--- src/rtl/uart_transmitter.sv ---
// ============================================================================
// uart_transmitter
// ----------------------------------------------------------------------------
// Purpose:
//   8-bit UART transmitter with a one-entry holding buffer.
//   Frame order: start(0), data[0..7] (LSB first), parity, stop(1).
//   Parity is XOR of the data byte, inverted when PARITY_ODD=1.
//   When a byte is waiting in the buffer at the end of a stop bit, the next
//   start bit follows immediately, so there are no idle cycles between frames.
//
// Parameters:
//   CLKS_PER_BIT  clock cycles per serial bit (1..255)
//   PARITY_ODD    0 = even parity, 1 = odd parity
//
// Ports:
//   clk         in   sole clock, rising edge
//   rst_n       in   asynchronous active-low reset
//   data[7:0]   in   byte to send, sampled on an accepting edge
//   send_valid  in   transmit request
//   send_ready  out  holding buffer empty (registered)
//   tx          out  serial line, registered, idle high
//   busy        out  high in every state except IDLE (registered)
//   done        out  one-cycle pulse at the end of each frame (registered)
//   debug[7:0]  out  {5'b0, state code}
// ============================================================================
module uart_transmitter #(
    parameter int CLKS_PER_BIT = 1,
    parameter bit PARITY_ODD   = 1'b0
) (
    input  logic       clk,
    input  logic       rst_n,
    input  logic [7:0] data,
    input  logic       send_valid,
    output logic       send_ready,
    output logic       tx,
    output logic       busy,
    output logic       done,
    output logic [7:0] debug
);

    typedef enum logic [2:0] {
        S_IDLE   = 3'd0,
        S_START  = 3'd1,
        S_DATA   = 3'd2,
        S_PARITY = 3'd3,
        S_STOP   = 3'd4
    } state_t;

    localparam logic [7:0] BAUD_MAX = 8'(CLKS_PER_BIT - 1);

    state_t     r_state;
    logic [7:0] r_buf;
    logic       r_send_ready;   // doubles as the "buffer empty" flag
    logic [7:0] r_shift;
    logic       r_parity;
    logic [2:0] r_idx;
    logic [7:0] r_baud;
    logic       r_tx;
    logic       r_busy;
    logic       r_done;

    logic       w_accept;
    logic       w_bit_end;
    logic       w_reload;

    assign w_accept  = send_valid & r_send_ready;
    // With CLKS_PER_BIT=1 BAUD_MAX is 0, so every cycle ends a bit and the
    // counter never leaves 0.
    assign w_bit_end = (r_baud == BAUD_MAX);
    // The buffer is drained either from IDLE or straight out of a finished
    // stop bit. Reload needs a full buffer and acceptance an empty one, so
    // the two can never happen on the same edge.
    assign w_reload  = ~r_send_ready &
                       ((r_state == S_IDLE) | ((r_state == S_STOP) & w_bit_end));

    always_ff @(posedge clk or negedge rst_n) begin
        if (!rst_n) begin
            r_state      <= S_IDLE;
            r_buf        <= 8'd0;
            r_send_ready <= 1'b1;
            r_shift      <= 8'd0;
            r_parity     <= 1'b0;
            r_idx        <= 3'd0;
            r_baud       <= 8'd0;
            r_tx         <= 1'b1;
            r_busy       <= 1'b0;
            r_done       <= 1'b0;
        end else begin
            r_done <= 1'b0;

            if (w_accept) begin
                r_buf        <= data;
                r_send_ready <= 1'b0;
            end

            if (w_reload) begin
                r_shift      <= r_buf;
                r_parity     <= (^r_buf) ^ PARITY_ODD;
                r_send_ready <= 1'b1;
            end

            case (r_state)
                S_IDLE: begin
                    r_baud <= 8'd0;
                    if (w_reload) begin
                        r_state <= S_START;
                        r_tx    <= 1'b0;
                        r_busy  <= 1'b1;
                    end else begin
                        r_tx    <= 1'b1;
                        r_busy  <= 1'b0;
                    end
                end

                S_START: begin
                    if (w_bit_end) begin
                        r_baud  <= 8'd0;
                        r_idx   <= 3'd0;
                        r_tx    <= r_shift[0];
                        r_state <= S_DATA;
                    end else begin
                        r_baud  <= r_baud + 8'd1;
                    end
                end

                S_DATA: begin
                    if (w_bit_end) begin
                        r_baud <= 8'd0;
                        if (r_idx == 3'd7) begin
                            r_tx    <= r_parity;
                            r_state <= S_PARITY;
                        end else begin
                            r_idx <= r_idx + 3'd1;
                            r_tx  <= r_shift[r_idx + 3'd1];
                        end
                    end else begin
                        r_baud <= r_baud + 8'd1;
                    end
                end

                S_PARITY: begin
                    if (w_bit_end) begin
                        r_baud  <= 8'd0;
                        r_tx    <= 1'b1;
                        r_state <= S_STOP;
                    end else begin
                        r_baud  <= r_baud + 8'd1;
                    end
                end

                S_STOP: begin
                    if (w_bit_end) begin
                        r_baud <= 8'd0;
                        r_done <= 1'b1;
                        if (w_reload) begin
                            // Back-to-back: next start bit with no idle gap.
                            r_tx    <= 1'b0;
                            r_state <= S_START;
                        end else begin
                            r_tx    <= 1'b1;
                            r_busy  <= 1'b0;
                            r_state <= S_IDLE;
                        end
                    end else begin
                        r_baud <= r_baud + 8'd1;
                    end
                end

                default: begin
                    r_state <= S_IDLE;
                    r_tx    <= 1'b1;
                    r_busy  <= 1'b0;
                    r_baud  <= 8'd0;
                end
            endcase
        end
    end

    assign send_ready = r_send_ready;
    assign tx         = r_tx;
    assign busy       = r_busy;
    assign done       = r_done;
    assign debug      = {5'b0, r_state};

endmodule

--- config.mk ---
export PLATFORM = sky130hd
export DESIGN_NAME = uart_transmitter
export DESIGN_NICKNAME = d
export VERILOG_FILES = /design/src/rtl/uart_transmitter.sv
export SDC_FILE = /design/constraint.sdc
export NUM_CORES = 1
export LEC_CHECK = 0
export CORE_MARGIN = 4
export CORE_UTILIZATION = 40
export CTS_BUF_LIST = sky130_fd_sc_hd__clkbuf_8 sky130_fd_sc_hd__clkbuf_16
export DETAILED_ROUTE_END_ITERATION = 10
export GPL_TIMING_DRIVEN = 1
export MAX_ROUTING_LAYER = met4
export PLACE_DENSITY = 0.72
export REMOVE_ABC_BUFFERS = 1
export SLEW_MARGIN = 20
export SYNTH_ARGS = -nofsm -noshare
export SYNTH_HDL_FRONTEND = slang
export SYNTH_SLANG_ARGS = --single-unit
--- constraint.sdc ---
create_clock -name clk -period 2.1 [get_ports clk]
set_clock_uncertainty 0.2 [all_clocks]
set_input_delay 0.42 -clock clk [delete_from_list [all_inputs] [get_ports clk]]
set_output_delay 0.42 -clock clk [all_outputs]
set_load 0.005 [all_outputs]
==> results of run 1 <==
placed cells by master, fill, tap and decap left out, drive strengths merged, types with 2 or more instances in the layout:
cell / n
a21oi: 2
a32o: 2
and3: 4
and4b: 2
buf: 7
clkbuf: 6
clkdlybuf4s50: 17
conb: 5
dfrtp: 33
dfstp: 2
ha: 4
inv: 4
mux2: 17
mux2i: 2
nand2: 9
nand3: 7
nor2: 11
nor3b: 2
o21ai: 3
o22ai: 2
o32a: 2
xnor2: 8
xor2: 7
cells by family (layout without fill, tap and decap cells):
kind of cell | count (synthesis) | in the layout
multiplexers | 20 | 20
AO/OA/AOI/OAI | 16 | 16
adder cells (fa/ha/maj) | 5 | 5
AND/OR/NAND/NOR | 42 | 42
XOR/XNOR | 15 | 15
other | 1 | 5
buffers and inverters | 12 | 36
flip-flops | 35 | 35
worst paths after layout:
kind | start | end | cells after the start
hold reg to reg | r_idx[2] | r_idx[2] | 1
setup reg to reg | r_idx[1] | tx | 6
min in group asynchronous | rst_n | done | 2
max in group asynchronous | rst_n | send_ready | 2
setup / recovery | send_ready | send_ready | 1
hold / removal | r_idx[2] | r_idx[2] | 1
timing repair:
action                                  in CTS  in global routing
hold buffers                                 0                  0
resized for setup                            0                  6
endpoints found under the setup margin       0                 13
layout make-up:
type / count / area [sq um] / share of cell area
multi-input combinational: 103 / 828 / 0.389
tap: 50 / 62.6 / 0.0294
inverter: 4 / 15.0 / 0.00705
clock buffer: 6 / 82.6 / 0.0388
sequential: 35 / 882 / 0.414
clock inverter: 2 / 35.0 / 0.0165
timing repair buffer: 24 / 223 / 0.105
layer usage:
metal	vias to the layer above	wire (um)	share of wire	global-route usage
li1	560	-	-	-
met4	0	17	0.0051	0.0624
met3	2	152	0.046	0.0432
met1	594	1410	0.43	0.155
met5	-	0	0	-
met2	26	1730	0.52	0.232
registers in the layout (all words and copies together) (netlist names):
signal      flops
r_state         3
done            1
r_buf           8
r_shift         8
busy            1
r_baud          8
r_parity        1
send_ready      1
r_idx           3
tx              1
power breakdown:
group	internal, mW	leakage, nW	switching (mW)	total, mW
registers	0.956	0.432	0.261	1.22
logic	0.779	0.427	0.490	1.27
clock network	0.384	0.0612	0.230	0.614
total	2.12	0.920	0.981	3.10
==> results.md, run 1 <==
- Clock sink count: 35
- Worst hold-check path type: reg -> reg
- Worst Path Buf+Inv: 1
- Yosys reg bits: 35
- Clock buffer depth: 2
- Mean post-synth cell area: 12.0 sq um
- Yosys cell types: 42
- DP Area: 2000 sq um
- Final Wtd Congestion: 0.857
- WP data arrival: 1.41 ns
- Crit Path Max Fanout: 7
- Antenna-violating nets left: 0
- Ant. Diodes: 0
- Via count: 1182
- Util after Layout: 0.517
- Compound-Gate Fraction of Synth Area: 0.0688
- CTS tree: yes
- First-pass detailed-route iteration total: 4
- Fin crit share: 0.965
- Post-Synthesis Cell Area: 1750 sq um
- Die span in x: 74.1 um
- # rows: 23
- Vias in the first global route: 1239
- CP Capture Type: output pin
- Post-CTS Setup Bufs: 0
- Crit start category: register
- Final HPWL from detailed placement: 2.43 mm
- Final WS setup: 0.0727 ns
- Design Area, Final: 2130 sq um
- Status: finished clean
- CP Cell Sequence: clkdlybuf4s50_1
- Post-synthesis xor/xnor area fraction: 0.0752
- Pleak: 0.920 nW
- Post-synth top cells: dfrtp_1, mux2_2, nor2_1
- Biggest cell delay along the critical path: 0.60 ns
- Wire length per cell: 14.8 um
- Ports: 23
- Slowest cell on crit path: dfstp_2
- # port buffers: 17
- Grt ovf: 0
- Synth top area share: 0.473
- Ys async rst share: 1.00
- Clock root cell: clkbuf_8
- Post-Synth Simple-Gate Area: 0.144
- Layout cells sized above 1: 0.276
- Iter 0 DRT Violations: 92
- Fin nets: 188
- PwrDens: 1460 nW/um^2
- Final Hold Slack: 0.309 ns
- Clock latency on the worst-skew pair: 0.28 ns
- Placed Cells incl. Taps: 216
- Top-count cell post-synth: dfrtp_1
- Clock slew at reported path FFs: 0.07 ns
- Area Overhead vs Synth: 21.8%
- Worst EP required: 1.48 ns
- Slew margin rel.: 0.598
- Largest net degree at the start of global routing: 36
- Worst-margin pin slew: 0.599 ns
- Tot GR Track Use: 0.140
- Largest area contributor in the netlist: dfrtp_1
- Number of enable flip-flop cells after synthesis: 0
- Maximum vdd drop: 0.000885 V
- Slew Viols, Final: 0
- Power Total: 3.10 mW
- Fillers: 347
- Core area: 4120 sq um
- Num CTS Buffers: 5
- Number of max-cap violations: 0
- DRC: 0
- Synth area leaders: dfrtp_1, mux2_2, xnor2_1, xor2_1, dfstp_2
- Die area: 5490 sq um
- Syn Inst Count: 146
- Mux cell area share after synthesis: 0.134
- Top Family by Delay on Critical Path: flip-flops
- First-pass GRT wire length: 5.60 mm
- Final Hold Viols: 0
- Top FF cell, synth: dfrtp_1
- Post-Layout Cell Count: 224
- H-tree depth: 2
- F_max: 0.493 GHz
- Worst setup path category: reg -> out
- Synth Warn #: 0
- Routed WL: 3.31 mm
- Flop-to-flop setup slack: 0.08 ns
- Worst slack at placement: 0.0355 ns
- Seq/Total Area, Yosys: 0.503
- Starting density of the core: 0.424
- Largest family of logic cells by synthesized area: simple AND/OR/NAND/NOR gates
- Post-Synth Adder-Cell Area: 0.0351
- Sum Neg Setup Slack: 0 ns
- Final setup viols: 0
- Vias per cell: 5.28
- Initial antenna violation count: 0
- Die height: 74.1 um
- Crit path time final: 2.03 ns
(Power assumes the default switching activity.)
==> run 2: changes to the inputs <==
--- a/config.mk
+++ b/config.mk
@@ -9,6 +9,7 @@
 export CORE_UTILIZATION = 40
 export CTS_BUF_LIST = sky130_fd_sc_hd__clkbuf_8 sky130_fd_sc_hd__clkbuf_16
 export DETAILED_ROUTE_END_ITERATION = 10
+export GPL_ROUTABILITY_DRIVEN = 0
 export GPL_TIMING_DRIVEN = 1
 export MAX_ROUTING_LAYER = met4
 export PLACE_DENSITY = 0.72
==> results of run 2 <==
Same layout as run 1: the final DEF is identical, and so are final timing and power.
